## src/rtl/tictactoe_move_arbiter.sv

```systemverilog
`default_nettype none
// ============================================================================
// Module   : tictactoe_move_arbiter
// Purpose  : Sequences every square selection into the TicTacToe game FSM.
//            Chooses between the human square buttons and an automatic O
//            player, debounces human presses and rejects illegal moves. It
//            then drives a one-hot cuadro pulse and waits for the board to
//            acknowledge the move.
// Ports    : clk_100MHz  - single clock
//            reset       - asynchronous active-high reset
//            btn_cuadro  - raw human square buttons (bit i = square i)
//            auto_en     - O is played by the auto player
//            auto_req    - auto player has a move pending
//            auto_idx    - auto player square index 0..8
//            x, o        - current board occupancy
//            turnoX      - 1 when it is X's turn
//            game_over   - 1 blocks all moves
//            cuadro      - one-hot move into the game FSM
//            auto_grant  - 1-cycle pulse when an auto move is acknowledged
//            reject      - 1-cycle pulse on an illegal move
//            timeout     - 1-cycle pulse when no acknowledge arrives
//            busy        - 1 outside IDLE
//            state       - encoded state for debug
// Revision : 1.0 - initial release
// ============================================================================
module tictactoe_move_arbiter #(
    parameter int DEBOUNCE_CYCLES = 1000,
    parameter int HOLD_CYCLES     = 100,
    parameter int ACK_TIMEOUT     = 255,
    parameter int GAP_CYCLES      = 10
) (
    input  logic       clk_100MHz,
    input  logic       reset,
    input  logic [8:0] btn_cuadro,
    input  logic       auto_en,
    input  logic       auto_req,
    input  logic [3:0] auto_idx,
    input  logic [8:0] x,
    input  logic [8:0] o,
    input  logic       turnoX,
    input  logic       game_over,
    output logic [8:0] cuadro,
    output logic       auto_grant,
    output logic       reject,
    output logic       timeout,
    output logic       busy,
    output logic [2:0] state
);

    localparam logic [2:0] c_IDLE     = 3'd0;
    localparam logic [2:0] c_DEBOUNCE = 3'd1;
    localparam logic [2:0] c_CHECK    = 3'd2;
    localparam logic [2:0] c_DRIVE    = 3'd3;
    localparam logic [2:0] c_WAIT_ACK = 3'd4;
    localparam logic [2:0] c_RELEASE  = 3'd5;

    // Terminal values of the shared 16-bit phase counter.
    localparam logic [15:0] c_DEB_LAST  = 16'(DEBOUNCE_CYCLES - 1);
    localparam logic [15:0] c_HOLD_LAST = 16'(HOLD_CYCLES - 1);
    localparam logic [15:0] c_ACK_LAST  = 16'(ACK_TIMEOUT - 1);
    localparam logic [15:0] c_GAP_LAST  = 16'(GAP_CYCLES - 1);

    logic [2:0]  r_state;
    logic [15:0] r_cnt;
    logic [8:0]  r_move;
    logic        r_is_auto;
    logic [8:0]  r_cuadro;
    logic        r_grant;
    logic        r_reject;
    logic        r_timeout;
    logic        r_busy;

    logic [2:0]  w_state_nxt;
    logic [15:0] w_cnt_nxt;
    logic [8:0]  w_move_nxt;
    logic        w_is_auto_nxt;
    logic [8:0]  w_cuadro_nxt;
    logic        w_grant_nxt;
    logic        w_reject_nxt;
    logic        w_timeout_nxt;

    logic        w_auto_sel;
    logic        w_human_sel;
    logic [8:0]  w_auto_onehot;
    logic        w_one_hot;
    logic        w_occupied;

    // Auto always wins over a simultaneous button press; the human is only
    // eligible on X's turn or when nobody automatic plays O.
    assign w_auto_sel    = auto_en & ~turnoX & auto_req;
    assign w_human_sel   = ~w_auto_sel & (btn_cuadro != 9'd0) & (turnoX | ~auto_en);
    assign w_auto_onehot = (auto_idx <= 4'd8) ? (9'd1 << auto_idx) : 9'd0;

    // Exactly one bit set: non-zero and clearing the lowest set bit leaves 0.
    assign w_one_hot  = (r_move != 9'd0) && ((r_move & (r_move - 9'd1)) == 9'd0);
    // Doubles as the acknowledge test in WAIT_ACK.
    assign w_occupied = |(r_move & (x | o));

    always_ff @(posedge clk_100MHz or posedge reset) begin
        if (reset) begin
            r_state   <= c_IDLE;
            r_cnt     <= 16'd0;
            r_move    <= 9'd0;
            r_is_auto <= 1'b0;
            r_cuadro  <= 9'd0;
            r_grant   <= 1'b0;
            r_reject  <= 1'b0;
            r_timeout <= 1'b0;
            r_busy    <= 1'b0;
        end else begin
            r_state   <= w_state_nxt;
            r_cnt     <= w_cnt_nxt;
            r_move    <= w_move_nxt;
            r_is_auto <= w_is_auto_nxt;
            r_cuadro  <= w_cuadro_nxt;
            r_grant   <= w_grant_nxt;
            r_reject  <= w_reject_nxt;
            r_timeout <= w_timeout_nxt;
            r_busy    <= (w_state_nxt != c_IDLE);
        end
    end

    always_comb begin
        w_state_nxt   = r_state;
        w_cnt_nxt     = r_cnt;
        w_move_nxt    = r_move;
        w_is_auto_nxt = r_is_auto;
        w_cuadro_nxt  = 9'd0;
        w_grant_nxt   = 1'b0;
        w_reject_nxt  = 1'b0;
        w_timeout_nxt = 1'b0;

        case (r_state)
            c_IDLE: begin
                w_cnt_nxt = 16'd0;
                if (!game_over) begin
                    if (w_auto_sel) begin
                        w_move_nxt    = w_auto_onehot;
                        w_is_auto_nxt = 1'b1;
                        w_state_nxt   = c_CHECK;
                    end else if (w_human_sel) begin
                        w_move_nxt    = btn_cuadro;
                        w_is_auto_nxt = 1'b0;
                        w_state_nxt   = c_DEBOUNCE;
                    end
                end
            end

            c_DEBOUNCE: begin
                if (btn_cuadro != r_move) begin
                    w_state_nxt = c_IDLE;
                    w_cnt_nxt   = 16'd0;
                end else if (r_cnt == c_DEB_LAST) begin
                    w_state_nxt = c_CHECK;
                    w_cnt_nxt   = 16'd0;
                end else begin
                    w_cnt_nxt = r_cnt + 16'd1;
                end
            end

            c_CHECK: begin
                w_cnt_nxt = 16'd0;
                if (!w_one_hot || w_occupied || game_over) begin
                    w_reject_nxt = 1'b1;
                    // A rejected human press still has to be released.
                    w_state_nxt  = r_is_auto ? c_IDLE : c_RELEASE;
                end else begin
                    w_state_nxt  = c_DRIVE;
                    w_cuadro_nxt = r_move;
                end
            end

            c_DRIVE: begin
                if (r_cnt == c_HOLD_LAST) begin
                    w_state_nxt = c_WAIT_ACK;
                    w_cnt_nxt   = 16'd0;
                end else begin
                    w_cnt_nxt    = r_cnt + 16'd1;
                    w_cuadro_nxt = r_move;
                end
            end

            c_WAIT_ACK: begin
                if (w_occupied) begin
                    w_grant_nxt = r_is_auto;
                    w_state_nxt = c_RELEASE;
                    w_cnt_nxt   = 16'd0;
                end else if (r_cnt == c_ACK_LAST) begin
                    w_timeout_nxt = 1'b1;
                    w_state_nxt   = c_RELEASE;
                    w_cnt_nxt     = 16'd0;
                end else begin
                    w_cnt_nxt = r_cnt + 16'd1;
                end
            end

            c_RELEASE: begin
                // Buttons only matter for a human move; any press restarts
                // the inter-move gap.
                if (!r_is_auto && (btn_cuadro != 9'd0)) begin
                    w_cnt_nxt = 16'd0;
                end else if (r_cnt == c_GAP_LAST) begin
                    w_state_nxt = c_IDLE;
                    w_cnt_nxt   = 16'd0;
                end else begin
                    w_cnt_nxt = r_cnt + 16'd1;
                end
            end

            default: begin
                w_state_nxt = c_IDLE;
                w_cnt_nxt   = 16'd0;
            end
        endcase
    end

    assign cuadro     = r_cuadro;
    assign auto_grant = r_grant;
    assign reject     = r_reject;
    assign timeout    = r_timeout;
    assign busy       = r_busy;
    assign state      = r_state;

endmodule
`default_nettype wire

```

## config.mk

```make
export PLATFORM = sky130hd
export DESIGN_NAME = tictactoe_move_arbiter
export DESIGN_NICKNAME = d
export VERILOG_FILES = /design/src/rtl/tictactoe_move_arbiter.sv
export SDC_FILE = /design/constraint.sdc
export NUM_CORES = 1
export LEC_CHECK = 0
export BUFFER_PORTS_ARGS = -buffer_cell sky130_fd_sc_hd__buf_2
export CORE_MARGIN = 3
export CORE_UTILIZATION = 30
export CTS_CLUSTER_DIAMETER = 30
export CTS_CLUSTER_SIZE = 24
export DETAILED_ROUTE_END_ITERATION = 10
export PLACE_DENSITY_LB_ADDON = 0.3
export SETUP_SLACK_MARGIN = 0.1
export SKIP_LAST_GASP = 1
export SLEW_MARGIN = 5
export SYNTH_ARGS = -nofsm -noshare
export SYNTH_HDL_FRONTEND = slang
export SYNTH_SLANG_ARGS = --single-unit
```

## constraint.sdc

```tcl
create_clock -name clk_100MHz -period 3 [get_ports clk_100MHz]
set_clock_uncertainty 0.1 [all_clocks]
set_input_delay 0.15 -clock clk_100MHz [delete_from_list [all_inputs] [get_ports clk_100MHz]]
set_output_delay 0.15 -clock clk_100MHz [all_outputs]
set_load 0.03 [all_outputs]
```

==> run_results.csv, run 1 <==
group,metric,value,unit
outcome,status,"completed",
layout,drive_gt1_share,21.97,%
pwr,clockPowerShare,21.6,%
yosys,syn_area_per_cell,9.109,sq um
routing,ant_nets,0,
sta,fin_crit,2.526,ns
die,core_area,7408,sq um
routing,post_drt_wl_per_cell,14.13,microns
yosys,ys.warnings.count,0,
sta,setup_violations,0,
cts,cts_tree,"built",
die,fp.dieH,94.34,microns
setup_path,slowest_delay,0.56,ns
pwr,power.density,614.4,nW/um^2
setup_path,critical_path_buf_inv_count,0,
pwr,swShare,38.85,%
yosys,synth_cells,257,
routing,first_pass_iters,4,
die,die-area,8899,sq um
yosys,synthMuxAreaShare,0.4276,%
place,dp_hpwl,4514,microns
die,io_pins,53,
cts,postCtsSetupRepairBufs,0,
cts,clock_sinks,42,
setup_path,arrival,2.65,ns
pwr,pwr-share-seq,47.4,%
setup_path,cp_top_family,"simple AND/OR/NAND/NOR gates",
layout,regArea,1051,sq um
yosys,synth_area_leaders,"dfrtp_1 45%, xor2_1 6.7%, nor2_1 4.5%",
yosys,synth_top_family_by_area,"simple AND/OR/NAND/NOR gates",
setup_path,crit_path_max_fanout,9,
pwr,p_sw,673.5,uW
cts,cts.path.max_buffers,2,
grt,antenna_found_initial,0,
yosys,synth_compound_area_share,10.90,%
grt,grt_use_total,14.20,%
layout,final_common_cell,"buf_2",
sta,fmax,0.3959,GHz
pwr,leakage,1.275,nW
routing,vias,2085,
cts,cts_resized,0,
place,portBuffers,52,
grt,grt_pass1_vias,2073,
die,die_w,94.34,microns
cts,clkLatencyLatePin,0.29,ns
pwr,combPwrFrac,31.0,%
sta,setup_tns,0,ns
sta,fin_crit_sh,84.20,%
grt,grt_max_degree,31,
sta,worst_pin_slew,0.6181,ns
yosys,synth_top_cell_by_area,"dfrtp_1",
routing,wl,5836,microns
setup_path,crit_path_end_kind,"flop",
setup_path,crit_type,"flop to flop",
layout,final_cell_mix,"52 x buf_2, 42 x dfrtp_1, 28 x nor2_1",
die,rows,31,
grt,grt_pass1_wl,10070,microns
cts,cts_buffers,5,
pwr,intPower,1.060,mW
yosys,syn-num-nets,297,
sta,final-hold-violation-count,0,
routing,drc,0,
cts,htreeDepth,2,
yosys,yosysUniqueCellTypes,43,
place,gp_congestion,0.7879,
sta,slew_headroom,58.70,%
pwr,total_power,1.733,mW
routing,drt_iter0_drc,55,
sta,drv_slew,0,
pwr,max-vdd-ir-drop,0.2150,mV
layout,nets,353,
layout,fill_cells,764,
sta,rsz0062_at_grt,"false",
yosys,synth_edf_count,0,
run,cap_viol_max_count,0,
layout,antenna_cells,0,
min_path,hp-class,"input port to flop",
yosys,syn-cell-area,2341,sq um
yosys,ys.flop_type,"dfrtp_1",
setup_path,critPathLaunchType,"flop",
setup_path,slowest_stage,"or4_4",
yosys,yosysTopAreaCellShare,44.90,%
yosys,synthXorXnorAreaFrac,8.979,%
grt,grt-ovfl-total,0,
die,initial_utilization,31.60,%
yosys,synthArstFlopShare,100.0,%
yosys,synth_adder_area_share,2.031,%
layout,multi_input_area,1236,sq um
layout,area_growth,20.52,%
yosys,yosys.area_share.simple,30.46,%
setup_path,required,3.12,ns
yosys,synth_seq_cells,42,
routing,vias_per_cell,5.048,
cts,clk_pin_slew,0.08,ns
yosys,ys_seq_area_share,44.90,%
cts,clockRootBuffer,"clkbuf_8",
setup_path,worstPathCellList,"or4_4, nor3_1, mux2i_1, nand4b_1, a21oi_2, and2_1",
-- power by group through the flow --
stage	Combinational, mW	Sequential (mW)	Clock [mW]
floorplan	0.383	0.803	0
global placement	0.536	0.826	0
detailed placement	0.539	0.831	0
CTS	0.544	0.819	0.390
global route	0.611	0.839	0.413
finish	0.538	0.821	0.374
-- synthesized netlist by cell type, drive strengths merged (2+ instances only) --
master  instances
nand2b          6
xor2           18
clkbuf          6
o21a            2
a311oi          2
xnor2           6
and3b           2
nor3            7
and3            2
a211oi          2
nand3          17
and2           11
nand4           6
and4            2
dfrtp          42
o21ai          21
a21oi          10
or3             3
nor4           12
nor2           28
nand2          23
ha              3
nor4b           2
nand4b          2
or4             3
inv             7
-- cells by family after synthesis --
logic type | Yosys count
muxes | 1
buffers and inverters | 14
adders and majority gates | 4
xor gates and xnor gates | 24
DFF | 42
and+or+nand+nor | 130
AOI/OAI and AO/OA | 42
-- worst register-to-register path, stage by stage (launching register included) --
cell and delay (ns):
dfrtp_1 0.46, or4_4 0.56, nor3_1 0.22, mux2i_1 0.42, nand4b_1 0.20, a21oi_2 0.32
and2_1 0.18
-- final timing paths --
kind                                          to             startpoint  depth (start not counted)  slack, ns
setup / recovery             cuadro[1]$_DFF_PP0_  r_move[0]$_DFFE_PP0P_                          6       0.47
hold / removal             r_move[3]$_DFFE_PP0P_          btn_cuadro[3]                          3       0.08
setup reg to reg             cuadro[1]$_DFF_PP0_  r_move[0]$_DFFE_PP0P_                          6       0.47
hold reg to reg            r_is_auto$_DFFE_PP0P_  r_is_auto$_DFFE_PP0P_                          2       0.45
max in group asynchronous    cuadro[1]$_DFF_PP0_                  reset                          4       1.69
min in group asynchronous       reject$_DFF_PP0_                  reset                          3       0.33
-- what timing repair did --
item | CTS | global route
endpoints found under the setup margin | 0 | 0
hold endpoints to repair | 12 | 0
hold buffers | 1 | 0
-- metal layers --
metal  vias to the layer above  track usage (%)  part of all wire [%]  wire length [microns]
met3                         6            3.108                   5.4                    318
met4                         0            3.610                   1.0                     60
li1                       1027                -                     -                      -
met1                       994            19.20                    47                   2768
met2                        58            23.11                    46                   2688
met5                         -                0                     0                      0
-- metrics by stage --
step / setup slack, ns / utilization [%] / instance area, sq um / cells / hold WS, ns
floorplan: 0.8618 / - / 2341 / 257 / 0.2291
global placement: 0.6987 / 36.72 / 2720 / 404 / 0.09978
detailed placement: 0.5812 / 36.72 / 2720 / 404 / 0.1032
CTS: 0.4949 / 38.08 / 2821 / 413 / 0.07165
global route: 0.3662 / 38.08 / 2821 / 413 / 0.08705
finish: 0.4740 / 38.08 / 2821 / 413 / 0.08343
-- registers in the layout (all words and copies together) (netlist names) --
name,count
state,3
cuadro,9
r_move,9
r_is_auto,1
reject,1
timeout,1
r_cnt,16
auto_grant,1
busy,1
-- area by class of cell --
type | instances | share of cell area, %
clock buffers | 7 | 3.060
multi-input cells | 201 | 43.81
flip-flops and latches | 42 | 37.25
repair buffers | 56 | 10.38
inverters | 7 | 0.9313
clock inverters | 1 | 0.1774
well taps | 99 | 4.390
No activity file was read; power rests on OpenSTA's default activity.
==> run 2: changes to the inputs <==
Settings changed: ABC_AREA from default to 1.
Clock period 3 ns to 2.15 ns, I/O delays scaled along.
==> run_results.csv, run 2 <==
group,metric,value,unit
grt,grt_pass1_vias,2437,
yosys,syn-num-nets,383,
die,rows,32,
layout,top_register,"r_cnt",
pwr,pwr-share-seq,44.5,%
grt,antenna_found_initial,0,
place,gp_congestion,0.8516,
yosys,syn-cell-area,2522,sq um
sta,rsz0062_at_grt,"false",
setup_path,slowest_delay,0.45,ns
routing,vias_per_cell,4.689,
cts,clk_pin_slew,0.08,ns
pwr,max-vdd-ir-drop,0.2536,mV
sta,slew_headroom,42.96,%
yosys,synth_top_cell_by_area,"dfrtp_1",
sta,drv_slew,0,
yosys,yosysTopAreaCellShare,41.67,%
yosys,synthArstFlopShare,100.0,%
pwr,intPower,1.505,mW
sta,fmax,0.5278,GHz
sta,fin_crit,1.895,ns
cts,cts_tree,"built",
pwr,p_sw,810.3,uW
layout,final_cell_mix,"65 x nor2_1, 62 x nand2_1, 52 x buf_2",
die,core_area,7928,sq um
routing,post_drt_wl_per_cell,12.56,microns
layout,nets,446,
pwr,leakage,1.480,nW
die,die_w,97.70,microns
yosys,synth_area_leaders,"dfrtp_1 42%, nor2_1 10%, nand2_1 9.2%",
cts,cts_buffers,5,
setup_path,crit_path_end_kind,"flop",
place,portBuffers,52,
yosys,ys.flop_type,"dfrtp_1",
cts,clock_sinks,42,
pwr,clockPowerShare,27.9,%
setup_path,crit_type,"flop to flop",
pwr,combPwrFrac,27.6,%
routing,wl,6380,microns
min_path,hp-class,"input port to flop",
grt,grt_use_total,13.80,%
yosys,synthTopCellsByCount,"68 x nor2_1, 62 x nand2_1, 42 x dfrtp_1",
setup_path,slowest_stage,"dfrtp_1",
sta,final-hold-violation-count,0,
min_path,hold_end,"r_move[0]$_DFFE_PP0P_",
yosys,ys.warnings.count,0,
yosys,synth_cells,343,
cts,cts.path.max_buffers,2,
sta,worst_pin_slew,0.8504,ns
routing,first_pass_iters,4,
layout,fill_cells,837,
cts,clockRootBuffer,"clkbuf_8",
cts,clkLatencyLatePin,0.30,ns
sta,setup_tns,0,ns
run,cap_viol_max_count,0,
die,die-area,9544,sq um
routing,ant_nets,0,
cts,htreeDepth,2,
min_path,whs_path_depth,3,
pwr,swShare,34.99,%
pwr,power.density,747.5,nW/um^2
routing,drt_iter0_drc,54,
layout,drive_gt1_share,23.15,%
setup_path,ff2ff_setup_slack,0.26,ns
die,fp.dieH,97.70,microns
grt,grt_pass1_wl,10870,microns
setup_path,crit_path_max_fanout,9,
outcome,status,"completed",
place,dp_hpwl,5063,microns
grt,grt_max_degree,23,
layout,final_common_cell,"nor2_1",
setup_path,cp_top_family,"simple AND/OR/NAND/NOR gates",
routing,vias,2382,
yosys,syn_area_per_cell,7.354,sq um
sta,setup_violations,0,
yosys,ys_seq_area_share,41.67,%
min_path,hp-start,"btn_cuadro[0]",
setup_path,rr_worst_depth,9,
grt,grt-ovfl-total,0,
sta,fin_crit_sh,88.12,%
setup_path,critPathLaunchType,"flop",
layout,antenna_cells,0,
pwr,total_power,2.316,mW
yosys,synth_edf_count,0,
layout,largest_register_ffs,16,
setup_path,critical_path_buf_inv_count,1,
setup_path,arrival,2.01,ns
setup_path,required,2.27,ns
die,initial_utilization,31.82,%
die,io_pins,53,
yosys,synth.most_common_cell,"nor2_1",
routing,drc,0,
setup_path,worstPathCellList,"nor2_2, nand2_1, o21ai_0, nand3_1, nor2_1, nand3_1, nand2_1, clkinv_2, nor2_1",
yosys,yosysUniqueCellTypes,33,
layout,area_growth,22.82,%
setup_path,r2r_end,"cuadro[6]$_DFF_PP0_",
yosys,synth_seq_cells,42,
setup_path,r2r-start,"r_move[0]$_DFFE_PP0P_",
## run 2: worst min-delay path, stage by stage
cell and delay [ns]:
buf_2 0.12, nand2_1 0.07, a31oi_1 0.08
## run 2: stage by stage
stage | instances | hold slack, ns | setup WS (ns) | cell area (sq um) | utilization [%]
final | 508 | 0.01075 | 0.2553 | 3098 | 39.08
after global routing | 508 | 0.02192 | 0.09907 | 3098 | 39.08
after detailed placement | 496 | 0.1189 | 0.07903 | 2933 | 36.99
after floorplan | 343 | 0.1636 | 0.3107 | 2522 | -
after CTS | 504 | 0.004149 | 0.1978 | 3057 | 38.56
after global placement | 496 | 0.1065 | 0.1009 | 2933 | 36.99
## run 2: timing repair
action / in CTS / in global routing
hold endpoints to repair: 21 / 0
setup buffers: 0 / 4
pin swaps: 0 / 1
resized for setup: 1 / 5
endpoints found under the setup margin: 5 / 26
hold buffers: 1 / 0
## run 2: cells by family (layout without fill, tap and decap cells)
group                      Yosys count  after routing  synth area share (%)
and+or+nand+nor                    185            185                 32.74
DFF                                 42             42                 41.67
adders and majority gates            3              3                 1.488
AOI/OAI and AO/OA                   48             48                 10.71
xor gates and xnor gates            16             16                 5.555
buffers and inverters               49            112                 7.837
## run 2: cell type report
class / instances / area (sq um) / share of cell area (%)
tap: 102 / 127.6 / 4.120
timing repair buffer: 61 / 355.3 / 11.47
multi-input combinational: 252 / 1284 / 41.44
clock inverter: 1 / 30.03 / 0.9693
clock buffer: 6 / 82.58 / 2.666
inverter: 44 / 166.4 / 5.372
sequential: 42 / 1052 / 33.97
## run 2: worst max path at each step
stage / startpoint / to / slack [ns] / cells past startpoint
after global routing: r_cnt[0]$_DFF_PP0_ / r_cnt[14]$_DFF_PP0_ / 0.1 / 10
after global placement: r_move[0]$_DFFE_PP0P_ / cuadro[5]$_DFF_PP0_ / 0.10 / 9
after CTS: r_move[0]$_DFFE_PP0P_ / cuadro[6]$_DFF_PP0_ / 0.20 / 9
after floorplan: r_cnt[0]$_DFF_PP0_ / r_cnt[9]$_DFF_PP0_ / 0.31 / 10
final: r_move[0]$_DFFE_PP0P_ / cuadro[6]$_DFF_PP0_ / 0.26 / 9
after detailed placement: r_move[0]$_DFFE_PP0P_ / cuadro[6]$_DFF_PP0_ / 0.08 / 9
## run 2: layer usage
| layer | vias to the layer above | share of wire [%] | track usage (%) | routed length (microns) |
|---|---|---|---|---|
| met3 | 9 | 4.1 | 3.230 | 263 |
| met2 | 53 | 50 | 24.51 | 3170 |
| li1 | 1216 | - | - | - |
| met1 | 1104 | 45 | 16.52 | 2858 |
| met4 | 0 | 1.4 | 3.940 | 88 |
| met5 | - | 0 | 0 | 0 |
## run 2: power by group through the flow
stage / Sequential [mW] / Combinational (mW) / Clock (mW)
2_1_floorplan: 0.994 / 0.459 / 0
3_3_place_gp: 1.04 / 0.624 / 0
3_5_place_dp: 1.04 / 0.633 / 0
4_1_cts: 1.03 / 0.635 / 0.661
5_1_grt: 1.05 / 0.733 / 0.690
6_report: 1.03 / 0.640 / 0.646
